**config.mk**
```make
export PLATFORM = sky130hd
export DESIGN_NAME = cic_dec_strobed
export DESIGN_NICKNAME = d
export VERILOG_FILES = /design/src/rtl/cic_dec_strobed_pkg.sv /design/src/rtl/cic_dec_scale.sv /design/src/rtl/cic_dec_strobed.sv
export SDC_FILE = /design/constraint.sdc
export NUM_CORES = 2
export LEC_CHECK = 0
export BUFFER_PORTS_ARGS = -buffer_cell sky130_fd_sc_hd__buf_2
export CORE_MARGIN = 1
export CORE_UTILIZATION = 55
export CTS_CLUSTER_DIAMETER = 150
export DETAILED_ROUTE_END_ITERATION = 6
export GPL_TIMING_DRIVEN = 0
export PLACE_DENSITY = 0.71
export REMOVE_ABC_BUFFERS = 1
export SLEW_MARGIN = 10
export SYNTH_ARGS = -nofsm -noshare
export SYNTH_HDL_FRONTEND = slang
export SYNTH_SLANG_ARGS = --single-unit
```
**constraint.sdc**
```tcl
create_clock -name clk -period 10.4 [get_ports clk]
set_input_delay 0.52 -clock clk [delete_from_list [all_inputs] [get_ports clk]]
set_output_delay 0.52 -clock clk [all_outputs]
set_load 0.05 [all_outputs]
```
**src/rtl/cic_dec_strobed_pkg.sv**
```systemverilog
// rtl/cic_dec_strobed_pkg.sv - shared constants and helpers for the strobed CIC decimator
// Purpose: default geometry of the decimator, the derived accumulator width and
// the ceil-log2 helper that selects the output shift from the decimation rate.
// Ports: none (package).
package cic_dec_strobed_pkg;

  localparam int WIDTH_DEF         = 18;
  localparam int N_STAGES_DEF      = 4;
  localparam int MAX_RATE_LOG2_DEF = 7;
  localparam int ACC_DEF           = WIDTH_DEF + N_STAGES_DEF * MAX_RATE_LOG2_DEF;

  // Integrator/comb width: enough headroom for the full R^N gain at the maximum rate.
  function automatic int acc_width(input int width, input int n_stages, input int max_rate_log2);
    return width + n_stages * max_rate_log2;
  endfunction

  // ceil(log2(r)) for r in 1..255; r = 0 and r = 1 both give 0.
  function automatic logic [3:0] clog2_rate(input logic [7:0] r);
    logic [3:0] n;
    n = 4'd0;
    for (int i = 0; i < 8; i++) begin
      if ((9'd1 << i) < {1'b0, r}) n = 4'(i + 1);
    end
    return n;
  endfunction

endpackage

```
**src/rtl/cic_dec_scale.sv**
```systemverilog
// rtl/cic_dec_scale.sv - variable shift, half-up rounding and saturation of the comb output
// Purpose: scales the full-width comb result down to the output sample width in
// one register stage; data is held between strobes.
// Ports:
//   clk, rst_n        clock, synchronous active-low reset
//   clr               drops any strobe in flight (decimator stopped)
//   in_stb, in_data   comb output strobe and value (ACC bits, two's complement)
//   shift             right-shift amount, stable while the decimator runs
//   out_stb, out_data registered scaled result
module cic_dec_scale
  import cic_dec_strobed_pkg::*;
#(
  parameter int WIDTH = WIDTH_DEF,
  parameter int ACC   = ACC_DEF
) (
  input  logic             clk,
  input  logic             rst_n,
  input  logic             clr,
  input  logic             in_stb,
  input  logic [ACC-1:0]   in_data,
  input  logic [7:0]       shift,
  output logic             out_stb,
  output logic [WIDTH-1:0] out_data
);

  // One extra bit so adding the rounding constant can never overflow.
  localparam logic signed [ACC:0] MAXV = {{(ACC + 2 - WIDTH){1'b0}}, {(WIDTH - 1){1'b1}}};
  localparam logic signed [ACC:0] MINV = {{(ACC + 2 - WIDTH){1'b1}}, {(WIDTH - 1){1'b0}}};

  logic signed [ACC:0] rnd;
  logic signed [ACC:0] sum;
  logic signed [ACC:0] shifted;
  logic [WIDTH-1:0]    sat;
  logic                stb_d, stb_q;
  logic [WIDTH-1:0]    data_d, data_q;

  always_comb begin
    rnd = '0;
    if (shift != 8'd0) rnd = {{ACC{1'b0}}, 1'b1} << (shift - 8'd1);
    sum     = $signed({in_data[ACC-1], in_data}) + rnd;
    shifted = sum >>> shift;
    if (shifted > MAXV)      sat = MAXV[WIDTH-1:0];
    else if (shifted < MINV) sat = MINV[WIDTH-1:0];
    else                     sat = shifted[WIDTH-1:0];
    stb_d  = in_stb & ~clr;
    data_d = (in_stb & ~clr) ? sat : data_q;
  end

  always_ff @(posedge clk) begin
    if (!rst_n) begin
      stb_q  <= 1'b0;
      data_q <= '0;
    end else begin
      stb_q  <= stb_d;
      data_q <= data_d;
    end
  end

  assign out_stb  = stb_q;
  assign out_data = data_q;

endmodule

```
**src/rtl/cic_dec_strobed.sv**
```systemverilog
// rtl/cic_dec_strobed.sv - strobed N-stage CIC decimator with bypass
// Purpose: pipelined integrator chain at the input strobe rate, decimation
// counter, comb chain at the output rate, scaling and a bypass-capable output register.
// Ports:
//   clk, rst_n           clock, synchronous active-low reset
//   run                  enable; low clears datapath and counter, captures rate
//   bypass               route strobe_in/data_in straight to the output register
//   rate                 decimation rate 1..128 (0 treated as 1)
//   strobe_in, data_in   input sample strobe and value
//   strobe_out, data_out decimated sample strobe and value (held between strobes)
module cic_dec_strobed
  import cic_dec_strobed_pkg::*;
#(
  parameter int WIDTH         = WIDTH_DEF,
  parameter int N_STAGES      = N_STAGES_DEF,
  parameter int MAX_RATE_LOG2 = MAX_RATE_LOG2_DEF
) (
  input  logic             clk,
  input  logic             rst_n,
  input  logic             run,
  input  logic             bypass,
  input  logic [7:0]       rate,
  input  logic             strobe_in,
  input  logic [WIDTH-1:0] data_in,
  output logic             strobe_out,
  output logic [WIDTH-1:0] data_out
);

  localparam int ACC = acc_width(WIDTH, N_STAGES, MAX_RATE_LOG2);

  logic [N_STAGES-1:0][ACC-1:0] int_d, int_q;
  logic [N_STAGES:0][ACC-1:0]   c_d, c_q;
  logic [N_STAGES-1:0][ACC-1:0] dly_d, dly_q;
  logic [N_STAGES:0]            stb_d, stb_q;
  logic [7:0]                   cnt_d, cnt_q;
  logic [7:0]                   rate_d, rate_q;
  logic                         dec_stb_d, dec_stb_q;
  logic                         strobe_out_d, strobe_out_q;
  logic [WIDTH-1:0]             data_out_d, data_out_q;

  logic             accept;
  logic [7:0]       rate_eff;
  logic [7:0]       shift;
  logic [ACC-1:0]   data_ext;
  logic             sc_stb;
  logic [WIDTH-1:0] sc_data;

  assign accept   = strobe_in & run;
  assign rate_eff = (rate_q == 8'd0) ? 8'd1 : rate_q;
  assign shift    = 8'(N_STAGES * int'(clog2_rate(rate_eff)));
  assign data_ext = {{(ACC - WIDTH){data_in[WIDTH-1]}}, data_in};

  always_comb begin
    int_d     = int_q;
    c_d       = c_q;
    dly_d     = dly_q;
    stb_d     = '0;
    cnt_d     = cnt_q;
    dec_stb_d = 1'b0;
    rate_d    = run ? rate_q : rate;

    // Each integrator adds the previous stage's old value: a pipelined chain
    // that only advances on accepted input strobes.
    if (accept) begin
      int_d[0] = int_q[0] + data_ext;
      for (int k = 1; k < N_STAGES; k++) int_d[k] = int_q[k] + int_q[k-1];
      if (cnt_q == rate_eff - 8'd1) begin
        cnt_d     = '0;
        dec_stb_d = 1'b1;
      end else begin
        cnt_d = cnt_q + 8'd1;
      end
    end

    // Comb input samples the last integrator one cycle after decimation, so it
    // already holds the decimating sample's update.
    stb_d[0] = dec_stb_q;
    if (dec_stb_q) c_d[0] = int_q[N_STAGES-1];

    for (int k = 1; k <= N_STAGES; k++) begin
      stb_d[k] = stb_q[k-1];
      if (stb_q[k-1]) begin
        c_d[k]     = c_q[k-1] - dly_q[k-1];
        dly_d[k-1] = c_q[k-1];
      end
    end

    if (!run) begin
      int_d     = '0;
      c_d       = '0;
      dly_d     = '0;
      stb_d     = '0;
      cnt_d     = '0;
      dec_stb_d = 1'b0;
    end
  end

  cic_dec_scale #(
    .WIDTH (WIDTH),
    .ACC   (ACC)
  ) u_scale (
    .clk      (clk),
    .rst_n    (rst_n),
    .clr      (~run),
    .in_stb   (stb_q[N_STAGES]),
    .in_data  (c_q[N_STAGES]),
    .shift    (shift),
    .out_stb  (sc_stb),
    .out_data (sc_data)
  );

  // Output register: bypass mirrors the input; otherwise forward scaled
  // results only while running so a stop discards anything in flight.
  always_comb begin
    strobe_out_d = bypass ? strobe_in : (run & sc_stb);
    data_out_d   = data_out_q;
    if (bypass)             data_out_d = data_in;
    else if (run & sc_stb)  data_out_d = sc_data;
  end

  always_ff @(posedge clk) begin
    if (!rst_n) begin
      int_q        <= '0;
      c_q          <= '0;
      dly_q        <= '0;
      stb_q        <= '0;
      cnt_q        <= '0;
      rate_q       <= '0;
      dec_stb_q    <= 1'b0;
      strobe_out_q <= 1'b0;
      data_out_q   <= '0;
    end else begin
      int_q        <= int_d;
      c_q          <= c_d;
      dly_q        <= dly_d;
      stb_q        <= stb_d;
      cnt_q        <= cnt_d;
      rate_q       <= rate_d;
      dec_stb_q    <= dec_stb_d;
      strobe_out_q <= strobe_out_d;
      data_out_q   <= data_out_d;
    end
  end

  assign strobe_out = strobe_out_q;
  assign data_out   = data_out_q;

endmodule

```
==> run summary <==
Initial Util - 55.6%
min Tclk post-route - 9.81 ns
fin cells - 6651
maxcap violations - 0
initial drt markers - 2230
CTS tree - done
Syn Inst Count - 5618
Mapped Area - 45600 µm²
DIE WIDTH - 290 µm
die area - 84000 µm²
fmax - 102 MHz
Warnings, synthesis - 0
Core Area - 82000 µm²
CP required - 10.87 ns
Post-Place Worst Slack - 0.288 ns
worst slew pin tran - 1.24 ns
WS Path Type - register to register
first-pass GRT wire length - 185000 µm
Via Count - 39100
CP endpoint - u_scale.out_data[13]
GRT Resource Usage Total - 25.9%
H-Tree Depth - 3
final core utilization - 60.2%
ys async rst share - 0%
Synth-to-Final Area Change - 8.25%
Syn Area/Cell - 8.11 µm²
# placed instances - 6518
Detail Placement HPWL - 83300 µm
row count - 105
synthesized flop and latch total - 658
pin count of the biggest net entering global routing - 101
area of the multi-input gates - 30400 µm²
RR Startpoint - rate_q[5]
Critical Path AT - 10.27 ns
Max IR drop VDD - 0.133 mV
clk_skew - 0.0323 ns
Fin Hold WS - 0.149 ns
Num Clock Sinks - 658
post-synthesis cell type count - 104
Seq/Total Area, Yosys - 28.9%
initial antenna violation count - 5
r2r setup slk - 0.59 ns
gpl congestion - 0.939
Post-CTS Setup Bufs - 0
relative slew slack - 16.7%
Pleak - 20.2 nW
hold buffer count at CTS - 0
Detailed Routing Iterations Pass 1 - 5
number of CTS-inserted buffers - 76
port buffer count - 49
DRC - 0
RR Endpoint - u_scale.out_data[13]
share of layout cells above drive strength 1 - 4.77%
clk slew on worst S/H paths - 0.06 ns
status - finished clean
via density per instance - 5.88
cell taking the most area after synthesis - dfxtp_1
Die H - 290 µm
final hold viol count - 0
Cell Pwr Density - 121 nW/µm²
Synth top area share - 28.9%
GRT Residual Overflow - 0
worst skew pair latency - 0.62 ns
Final Setup Violations - 0
maximum root-to-sink buffer count - 3
number of global-route vias before repair - 37100
number of synthesized flops with an enable pin - 0
PostCTS Resize Cnt - 0
Ports - 50
crit start category - register
RSZ-0062 raised after global routing - no
nets@finish - 5942
Antenna diodes - 0
R2R cell count - 25
drt total wl - 112000 µm
most frequent cells in the layout - 811 x nor2_1, 653 x dfxtp_1, 482 x mux2i_1
ANT nets after route - 0
Final Max Tran Viols - 0
CP Launch Point - rate_q[5]
Main synth FF type - dfxtp_1
maximum fanout along the worst path - 40
storage element area - 13200 µm²
Root Driver - clkbuf_16
Hold Path Class - input port to register
period utilization - 94.3%
setup ws final - 0.593 ns
Filler cells - 7310
largest cells by area after synthesis - dfxtp_1 29%, mux2i_1 11%, ha_1 10%
CP Capture Type - register
commonest non-fill, non-tap cell in the layout - nor2_1
drt wl/cell - 16.8 µm
[Yosys cell counts, types with 11 or more instances]
library cell,n
nor3_1,80
a21boi_0,17
clkbuf_1,171
and3_1,52
o21ai_0,236
nand2_1,334
a31oi_1,74
dfxtp_1,658
o22ai_1,31
o21bai_1,41
and2_1,20
nand3b_1,13
a21o_1,223
a211o_1,21
nor4_1,14
nor2_1,812
xnor2_1,215
nand2b_1,67
o31ai_1,14
or2_2,23
a211oi_1,90
a311oi_1,12
buf_1,49
and4_1,18
buf_2,14
a221oi_1,11
inv_1,278
o2111ai_1,16
mux2i_1,482
xor2_1,109
o31a_1,11
a21oi_1,416
o211ai_1,52
or3_1,39
nor2b_1,61
nand4_1,55
nand3_1,130
nor3b_1,11
nand4b_1,11
o221ai_1,12
ha_1,377
o21a_1,58
[metal layers]
layer  part of all wire (%)  up-vias  track usage [%]
met3                    4.3      206             3.43
li1                       -    20000                -
met2                     47      681             45.1
met5                      0        -                0
met4                    2.9        0             8.63
met1                     46    18200             32.8
[critical path, stage by stage (launching register included)]
cell,delay [ns]
dfxtp_1,0.52
or2_1,0.28
nor3_1,0.16
a21oi_1,0.34
ha_1,0.36
or3b_1,0.53
o31ai_4,0.52
o21a_4,0.53
clkinv_2,0.57
ha_1,0.55
nor2b_1,0.18
o21ai_0,0.26
nor3_1,0.08
ha_1,0.35
a41oi_2,0.42
nor3_2,0.15
a221oi_1,0.70
o211ai_1,0.23
nand3_1,0.27
a31oi_1,0.23
o21ai_0,0.70
nand4_1,0.24
o41ai_2,0.43
nand4_1,0.22
o32ai_4,0.58
o22ai_1,0.19
[flip-flops by register name, summed over array words and instances (netlist names)]
| name | cells |
|---|---|
| c_q | 230 |
| dly_q | 184 |
| int_q | 184 |
| data_out | 18 |
| u_scale.out_data | 18 |
| cnt_q | 8 |
| rate_q | 8 |
| stb_q | 5 |
| dec_stb_q | 1 |
| strobe_out | 1 |
| u_scale.out_stb | 1 |
[per-stage QoR]
step	TNS (ns)	power, mW	instance area (µm²)
5_1_grt	0	6.17	49300
3_5_place_dp	0	3.29	46800
6_report	0	5.95	49300
3_3_place_gp	-3068.16	3.28	46200
2_1_floorplan	-1.96	3.07	44600
4_1_cts	0	5.99	49300
[power by group]
group	switching, mW	leakage [nW]	total [mW]	internal, mW
sequential	0.0206	5.31	2.56	2.54
combinational	0.463	13.6	0.692	0.229
clock	1.06	1.25	2.69	1.63
[how the worst min path moves through the flow]
| stage | cells past startpoint | end | start |
|---|---|---|---|
| after global placement | 2 | int_q[137] | int_q[137] |
| after floorplan | 2 | int_q[137] | int_q[137] |
| after global routing | 3 | rate_q[4] | rate[4] |
| after detailed placement | 2 | int_q[137] | int_q[137] |
| final | 3 | rate_q[3] | rate[3] |
| after CTS | 3 | rate_q[4] | rate[4] |
[logic make-up after synthesis]
group | Yosys count | share of synthesized area (%)
xor gates and xnor gates | 324 | 6.23
adders and majority gates | 385 | 10.7
AOI/OAI and AO/OA | 1465 | 21.1
muxes | 486 | 10.7
buffers and inverters | 524 | 4.44
DFF | 658 | 28.9
other | 1 | 0.00823
and+or+nand+nor | 1775 | 18.0
[final cells by class]
type | count | share of cell area, %
Multi-Input combinational cell | 4437 | 61.7
Clock buffer | 107 | 4.48
Timing Repair Buffer | 69 | 1.54
Inverter | 284 | 2.18
Sequential cell | 658 | 26.7
Clock inverter | 26 | 0.642
Tap cell | 1070 | 2.71
Power figures use the tool's default switching activity.
